--- config.mk ---
export PLATFORM = sky130hd
export DESIGN_NAME = decode_queue_stage
export DESIGN_NICKNAME = d
export VERILOG_FILES = /design/src/rtl/decode_queue_stage.sv
export SDC_FILE = /design/constraint.sdc
export NUM_CORES = 1
export LEC_CHECK = 0
export CORE_ASPECT_RATIO = 1.2
export CORE_MARGIN = 4
export CORE_UTILIZATION = 49
export CTS_CLUSTER_DIAMETER = 150
export DETAILED_ROUTE_END_ITERATION = 6
export GPL_ROUTABILITY_DRIVEN = 1
export PLACE_DENSITY = 0.79
export SKIP_CTS_REPAIR_TIMING = 1
export SYNTH_ARGS = -nofsm -noshare
export SYNTH_HDL_FRONTEND = slang
export SYNTH_SLANG_ARGS = --single-unit
--- constraint.sdc ---
create_clock -name clk -period 5.31 [get_ports clk]
set_input_delay 1.062 -clock clk [delete_from_list [all_inputs] [get_ports clk]]
set_output_delay 1.062 -clock clk [all_outputs]
set_load 0.01 [all_outputs]
--- src/rtl/decode_queue_stage.sv ---
// Instruction buffer FIFO feeding a registered ID/EX control stage.
// Decodes the FIFO head, stalls on load-use hazards, supports flush and commit ordering.
module decode_queue_stage #(
    parameter int QDEPTH  = 4,
    parameter int ILEN    = 32,
    parameter int ORDER_W = 64
) (
    input  logic                      clk,
    input  logic                      rst_n,
    input  logic                      f_valid,
    input  logic [ILEN-1:0]           f_instr,
    output logic                      f_ready,
    input  logic                      flush,
    input  logic                      ex_ready,
    output logic                      ex_valid,
    output logic [ILEN-1:0]           ex_instr,
    output logic [4:0]                ex_rs1,
    output logic [4:0]                ex_rs2,
    output logic [4:0]                ex_rd,
    output logic [2:0]                ex_funct3,
    output logic [6:0]                ex_funct7,
    output logic                      ex_regwrite,
    output logic                      ex_memread,
    output logic                      ex_memwrite,
    output logic                      ex_alu_select,
    output logic                      ex_wb_src,
    output logic                      ex_unsign,
    output logic                      ex_commit,
    output logic [ORDER_W-1:0]        ex_order,
    output logic [$clog2(QDEPTH):0]   count
);
    localparam int AW = $clog2(QDEPTH);
    localparam int CW = AW + 1;

    localparam logic [6:0] OPC_LUI    = 7'b0110111;
    localparam logic [6:0] OPC_AUIPC  = 7'b0010111;
    localparam logic [6:0] OPC_JAL    = 7'b1101111;
    localparam logic [6:0] OPC_JALR   = 7'b1100111;
    localparam logic [6:0] OPC_OPIMM  = 7'b0010011;
    localparam logic [6:0] OPC_OP     = 7'b0110011;
    localparam logic [6:0] OPC_LOAD   = 7'b0000011;
    localparam logic [6:0] OPC_STORE  = 7'b0100011;
    localparam logic [6:0] OPC_BRANCH = 7'b1100011;

    typedef struct packed {
        logic               valid;
        logic [ILEN-1:0]    instr;
        logic [4:0]         rs1;
        logic [4:0]         rs2;
        logic [4:0]         rd;
        logic [2:0]         funct3;
        logic [6:0]         funct7;
        logic               regwrite;
        logic               memread;
        logic               memwrite;
        logic               alu_select;
        logic               wb_src;
        logic               unsign;
        logic               commit;
        logic [ORDER_W-1:0] order;
    } idex_t;

    logic [ILEN-1:0]    mem_q [QDEPTH];
    logic [AW-1:0]      rd_ptr_q, rd_ptr_d;
    logic [AW-1:0]      wr_ptr_q, wr_ptr_d;
    logic [CW-1:0]      count_q, count_d;
    logic [ORDER_W-1:0] order_q, order_d;
    idex_t              ex_q, ex_d, dec;

    logic [ILEN-1:0] head;
    logic            empty, full, uses_rs2, legal, hazard;
    logic            issue_fire, push_fire;

    assign head  = mem_q[rd_ptr_q];
    assign empty = (count_q == '0);
    assign full  = (count_q == CW'(QDEPTH));

    always_comb begin
        dec        = '0;
        legal      = 1'b0;
        uses_rs2   = 1'b0;
        dec.valid  = 1'b1;
        dec.instr  = head;
        dec.rs1    = head[19:15];
        dec.rs2    = head[24:20];
        dec.rd     = head[11:7];
        dec.funct3 = head[14:12];
        dec.funct7 = head[31:25];
        dec.order  = order_q;
        case (head[6:0])
            OPC_LUI, OPC_AUIPC, OPC_JALR, OPC_OPIMM: begin
                legal          = 1'b1;
                dec.regwrite   = 1'b1;
                dec.alu_select = 1'b1;
            end
            OPC_JAL: begin
                legal        = 1'b1;
                dec.regwrite = 1'b1;
            end
            OPC_OP: begin
                legal        = 1'b1;
                uses_rs2     = 1'b1;
                dec.regwrite = 1'b1;
            end
            OPC_LOAD: begin
                legal          = 1'b1;
                dec.regwrite   = 1'b1;
                dec.memread    = 1'b1;
                dec.wb_src     = 1'b1;
                dec.alu_select = 1'b1;
            end
            OPC_STORE: begin
                legal          = 1'b1;
                uses_rs2       = 1'b1;
                dec.memwrite   = 1'b1;
                dec.alu_select = 1'b1;
                dec.rd         = '0;
            end
            OPC_BRANCH: begin
                legal    = 1'b1;
                uses_rs2 = 1'b1;
                dec.rd   = '0;
            end
            default: legal = 1'b0;
        endcase
        dec.commit = legal;
        dec.unsign = legal && (head[14:12] == 3'b100 || head[14:12] == 3'b101);
    end

    // Load-use check against the instruction currently sitting in EX.
    assign hazard = ex_q.valid && ex_q.memread && (ex_q.rd != 5'd0) &&
                    ((ex_q.rd == dec.rs1) || (uses_rs2 && ex_q.rd == dec.rs2));

    assign issue_fire = !empty && !hazard && ex_ready && !flush;
    assign f_ready    = !full || issue_fire;
    assign push_fire  = f_valid && f_ready && !flush;

    always_comb begin
        ex_d     = ex_q;
        rd_ptr_d = rd_ptr_q;
        wr_ptr_d = wr_ptr_q;
        count_d  = count_q;
        order_d  = order_q;
        if (flush) begin
            ex_d     = '0;
            rd_ptr_d = '0;
            wr_ptr_d = '0;
            count_d  = '0;
        end else begin
            if (ex_ready) ex_d = issue_fire ? dec : '0;
            if (issue_fire) begin
                rd_ptr_d = rd_ptr_q + AW'(1);
                if (dec.commit) order_d = order_q + ORDER_W'(1);
            end
            if (push_fire) wr_ptr_d = wr_ptr_q + AW'(1);
            case ({push_fire, issue_fire})
                2'b10:   count_d = count_q + CW'(1);
                2'b01:   count_d = count_q - CW'(1);
                default: count_d = count_q;
            endcase
        end
    end

    always_ff @(posedge clk) begin
        if (push_fire) mem_q[wr_ptr_q] <= f_instr;
    end

    always_ff @(posedge clk or negedge rst_n) begin
        if (!rst_n) begin
            ex_q     <= '0;
            rd_ptr_q <= '0;
            wr_ptr_q <= '0;
            count_q  <= '0;
            order_q  <= '0;
        end else begin
            ex_q     <= ex_d;
            rd_ptr_q <= rd_ptr_d;
            wr_ptr_q <= wr_ptr_d;
            count_q  <= count_d;
            order_q  <= order_d;
        end
    end

    assign ex_valid      = ex_q.valid;
    assign ex_instr      = ex_q.instr;
    assign ex_rs1        = ex_q.rs1;
    assign ex_rs2        = ex_q.rs2;
    assign ex_rd         = ex_q.rd;
    assign ex_funct3     = ex_q.funct3;
    assign ex_funct7     = ex_q.funct7;
    assign ex_regwrite   = ex_q.regwrite;
    assign ex_memread    = ex_q.memread;
    assign ex_memwrite   = ex_q.memwrite;
    assign ex_alu_select = ex_q.alu_select;
    assign ex_wb_src     = ex_q.wb_src;
    assign ex_unsign     = ex_q.unsign;
    assign ex_commit     = ex_q.commit;
    assign ex_order      = ex_q.order;
    assign count         = count_q;

endmodule

==> results.py <==
metrics = {
    "sta": {
        "clock-skew-final_ns": 0.009493,
        "final_critical_path_setup_slack_ns": 0.5739,
        "finalCriticalPeriod_ns": 4.736,
        "tightest_slew_ns": 1.166,
        "finalSetupTns_ns": 0,
        "setup_violations": 0,
        "final-hold-violation-count": 0,
        "maxClockFrequency_mhz": 211.1,
        "finalCritPeriodShare_pct": 89.19,
        "slew_headroom_pct": 22.10,
        "rsz0062_at_grt": "false",
        "drv_slew": 0,
    },
    "critical_path": {
        "slowest_stage": "dfrtp_2",
        "rr_startpoint": "rd_ptr_q[1]",
        "crit_start": "rd_ptr_q[0]",
        "cp.buffers_inverters": 1,
        "reg2reg_to": "mem_q[0][28]",
        "worst-r2r-setup-slack_ns": 1.13,
        "crit_path_max_incr_delay_ns": 0.75,
        "path_depth": 6,
        "r2r.worst_path.cells": 9,
        "path_delay_family": "simple AND/OR/NAND/NOR gates",
        "worstSetupEndpointType": "output pin",
        "arrival_ns": 3.67,
        "worst-path-max-fanout": 19,
        "crit_required_ns": 4.25,
        "crit_type": "flip-flop to output pin",
        "crit_end": "f_ready",
        "path_cells": "mux4_2 > or3_1 > nor4_4 > or2_1 > nand3_1 > clkdlybuf4s50_1",
        "cp-start-kind": "flip-flop",
    },
    "placement": {
        "port_buffers": 169,
        "gp_congestion": 0.7718,
        "dpl.hpwl_um": 17970,
        "place_ws_ns": 1.057,
    },
    "grt": {
        "grt_max_degree": 99,
        "grt.overflow.total": 0,
        "grt_pass1_wl_um": 42420,
        "first_global_vias": 7557,
        "antenna_found_initial": 0,
        "track_usage_pct": 18.91,
    },
    "clocking": {
        "numCtsBuffers": 31,
        "clk_latency_ns": 0.54,
        "clk_path_buf_depth": 3,
        "cts_max_level": 1,
        "clkSinkCount": 307,
        "tritoncts": "built",
        "clockRootBuffer": "clkbuf_16",
        "clkSlewWorstSetupHoldPaths_ns": 0.06,
    },
    "synth": {
        "synth_top_cell_area_share_pct": 36.22,
        "ys_warn_count": 0,
        "synth_edf_count": 128,
        "postSynthAreaPerCell_um2": 15.54,
        "yosys.cell_types.count": 54,
        "synth_top_cell_by_area": "dfrtp_1",
        "synthArstFlopShare_pct": 58.31,
        "synthesis.area_um2": 12370,
        "netlist_top_cells_area": "dfrtp_1, edfxtp_1, a22o_1",
        "synth_cells": 796,
        "syn_nets": 839,
        "yosysSeqAreaShare_pct": 67.29,
        "ys_ff_latch": 307,
        "yosys_most_used_dff": "dfrtp_1",
    },
    "power": {
        "p_sw_share_pct": 25.27,
        "p_leak_nw": 6.068,
        "power_report.internal_total_w": 0.004397,
        "clockPowerShare_pct": 37.4,
        "vdd_drop_max_uv": 295.8,
        "pwr-share-comb_pct": 16.0,
        "pwr-share-seq_pct": 46.6,
        "power.switching_w": 0.001487,
        "power_density_nw_per_um2": 384.3,
    },
    "floorplanning": {
        "die_w_um": 153.0,
        "fp-row-count": 63,
        "die_h_um": 182.0,
        "fp.dieArea_um2": 27860,
        "ios": 170,
        "initial_core_util_pct": 49.97,
        "core_area_um2": 24750,
    },
    "finish": {
        "syn_to_final_growth_pct": 23.78,
        "drive_above_1_share_pct": 11.99,
        "multiInputGateArea_um2": 3692,
        "fill_cells": 1873,
        "mostFrequentLayoutCells": "dfrtp_1, clkdlybuf4s50_1, edfxtp_1, a22o_1, xnor2_1",
        "seq_area_um2": 8324,
        "mostFrequentLayoutCell": "dfrtp_1",
        "final_nets": 995,
        "diodes": 0,
    },
    "min_path": {
        "worstHoldPathType": "flip-flop to flip-flop",
        "min_from": "order_q[63]",
    },
    "detailed_routing": {
        "wire_per_inst_um": 20.35,
        "dr_total_vias": 7348,
        "dr.first_iter.drc_count": 360,
        "wl_um": 26480,
        "antenna_left": 0,
        "vias_per_cell": 5.648,
        "drt_first_pass_iters": 5,
        "drc": 0,
    },
    "run_status": {
        "status": "finished, final reports clean",
    },
    "run": {
        "maxCapViolCount": 0,
    },
}
worst min path at each step:
stage,to,slack (ns),cells after the start
after CTS,order_q[63],0.48,1
after detailed placement,order_q[63],0.47,1
after floorplan,order_q[63],0.45,1
after global placement,order_q[63],0.47,1
after global routing,order_q[63],0.51,1
final,order_q[63],0.48,1
worst reg2reg max path, stage by stage, from the launching register on:
cell and delay (ns):
dfrtp_1 0.80, buf_4 0.40, mux4_2 0.37, xnor2_1 0.14
nand2_1 0.13, o21bai_1 0.13, nor2_2 0.21, o21ai_0 0.30
nor3b_2 0.92, buf_4 0.46
power by group through the flow:
stage / combinational, W / clock, W / sequential, W
floorplan: 0.000620 / 0 / 0.00275
global placement: 0.000933 / 0 / 0.00278
detailed placement: 0.000954 / 0 / 0.00279
CTS: 0.000957 / 0.00225 / 0.00274
global route: 0.00102 / 0.00235 / 0.00276
finish: 0.000943 / 0.00220 / 0.00274
area by class of cell:
cell class	instances	area share, %
Multi-Input combinational cell	422	24.12
Clock inverter	20	1.577
Inverter	5	0.1226
Tap cell	325	2.656
Timing Repair Buffer	185	11.94
Sequential cell	307	54.37
Clock buffer	37	5.214
sequential cells by signal, indices dropped and copies added, names as in the netlist:
| signal | flops |
|---|---|
| ex_memwrite | 1 |
| rd_ptr_q | 2 |
| ex_memread | 1 |
| ex_unsign | 1 |
| ex_commit | 1 |
| ex_order | 64 |
| wr_ptr_q | 2 |
| ex_rd | 5 |
| ex_valid | 1 |
| count | 3 |
| ex_instr | 32 |
| ex_alu_select | 1 |
| order_q | 64 |
| ex_regwrite | 1 |
| mem_q | 128 |
synth_stat cells, types with 11 or more instances:
cell type  instances
edfxtp_1         128
nor2_1            18
nand3_1           29
clkbuf_1          22
dfrtp_1          179
and3_1            28
xor2_1            12
nand4_1           25
mux4_2            32
and4_1            11
xnor2_1           62
a22o_1            96
nand2_1           29
buf_4             24
routing by layer:
metal | vias up | track usage (%) | wire (um)
met5 | - | 0 | 0
met4 | 0 | 4.242 | 475
met3 | 34 | 3.123 | 1476
met2 | 236 | 33.53 | 13780
met1 | 3734 | 24.64 | 10750
li1 | 3344 | - | -
stage by stage:
step	utilization, %	cell area, um2	hold slack, ns	power [W]	instances
after floorplan	-	12370	0.4459	0.003368	796
after detailed placement	57.65	14270	0.4708	0.003742	1244
final	61.85	15310	0.4788	0.005884	1301
after global placement	57.65	14270	0.4653	0.003717	1244
after CTS	61.85	15310	0.4800	0.005951	1301
after global routing	61.85	15310	0.5088	0.006131	1301
logic make-up (layout without fill, tap and decap cells):
kind of cell | after synthesis | after routing | synth area share [%]
fa+ha+maj | 6 | 6 | 0.6677
xor+xnor | 74 | 74 | 5.240
mux | 38 | 38 | 6.363
simple gates | 177 | 177 | 8.488
flops | 307 | 307 | 67.29
compound gates | 127 | 127 | 8.872
buf+inv | 67 | 247 | 3.075
No activity file was read; power rests on OpenSTA's default activity.
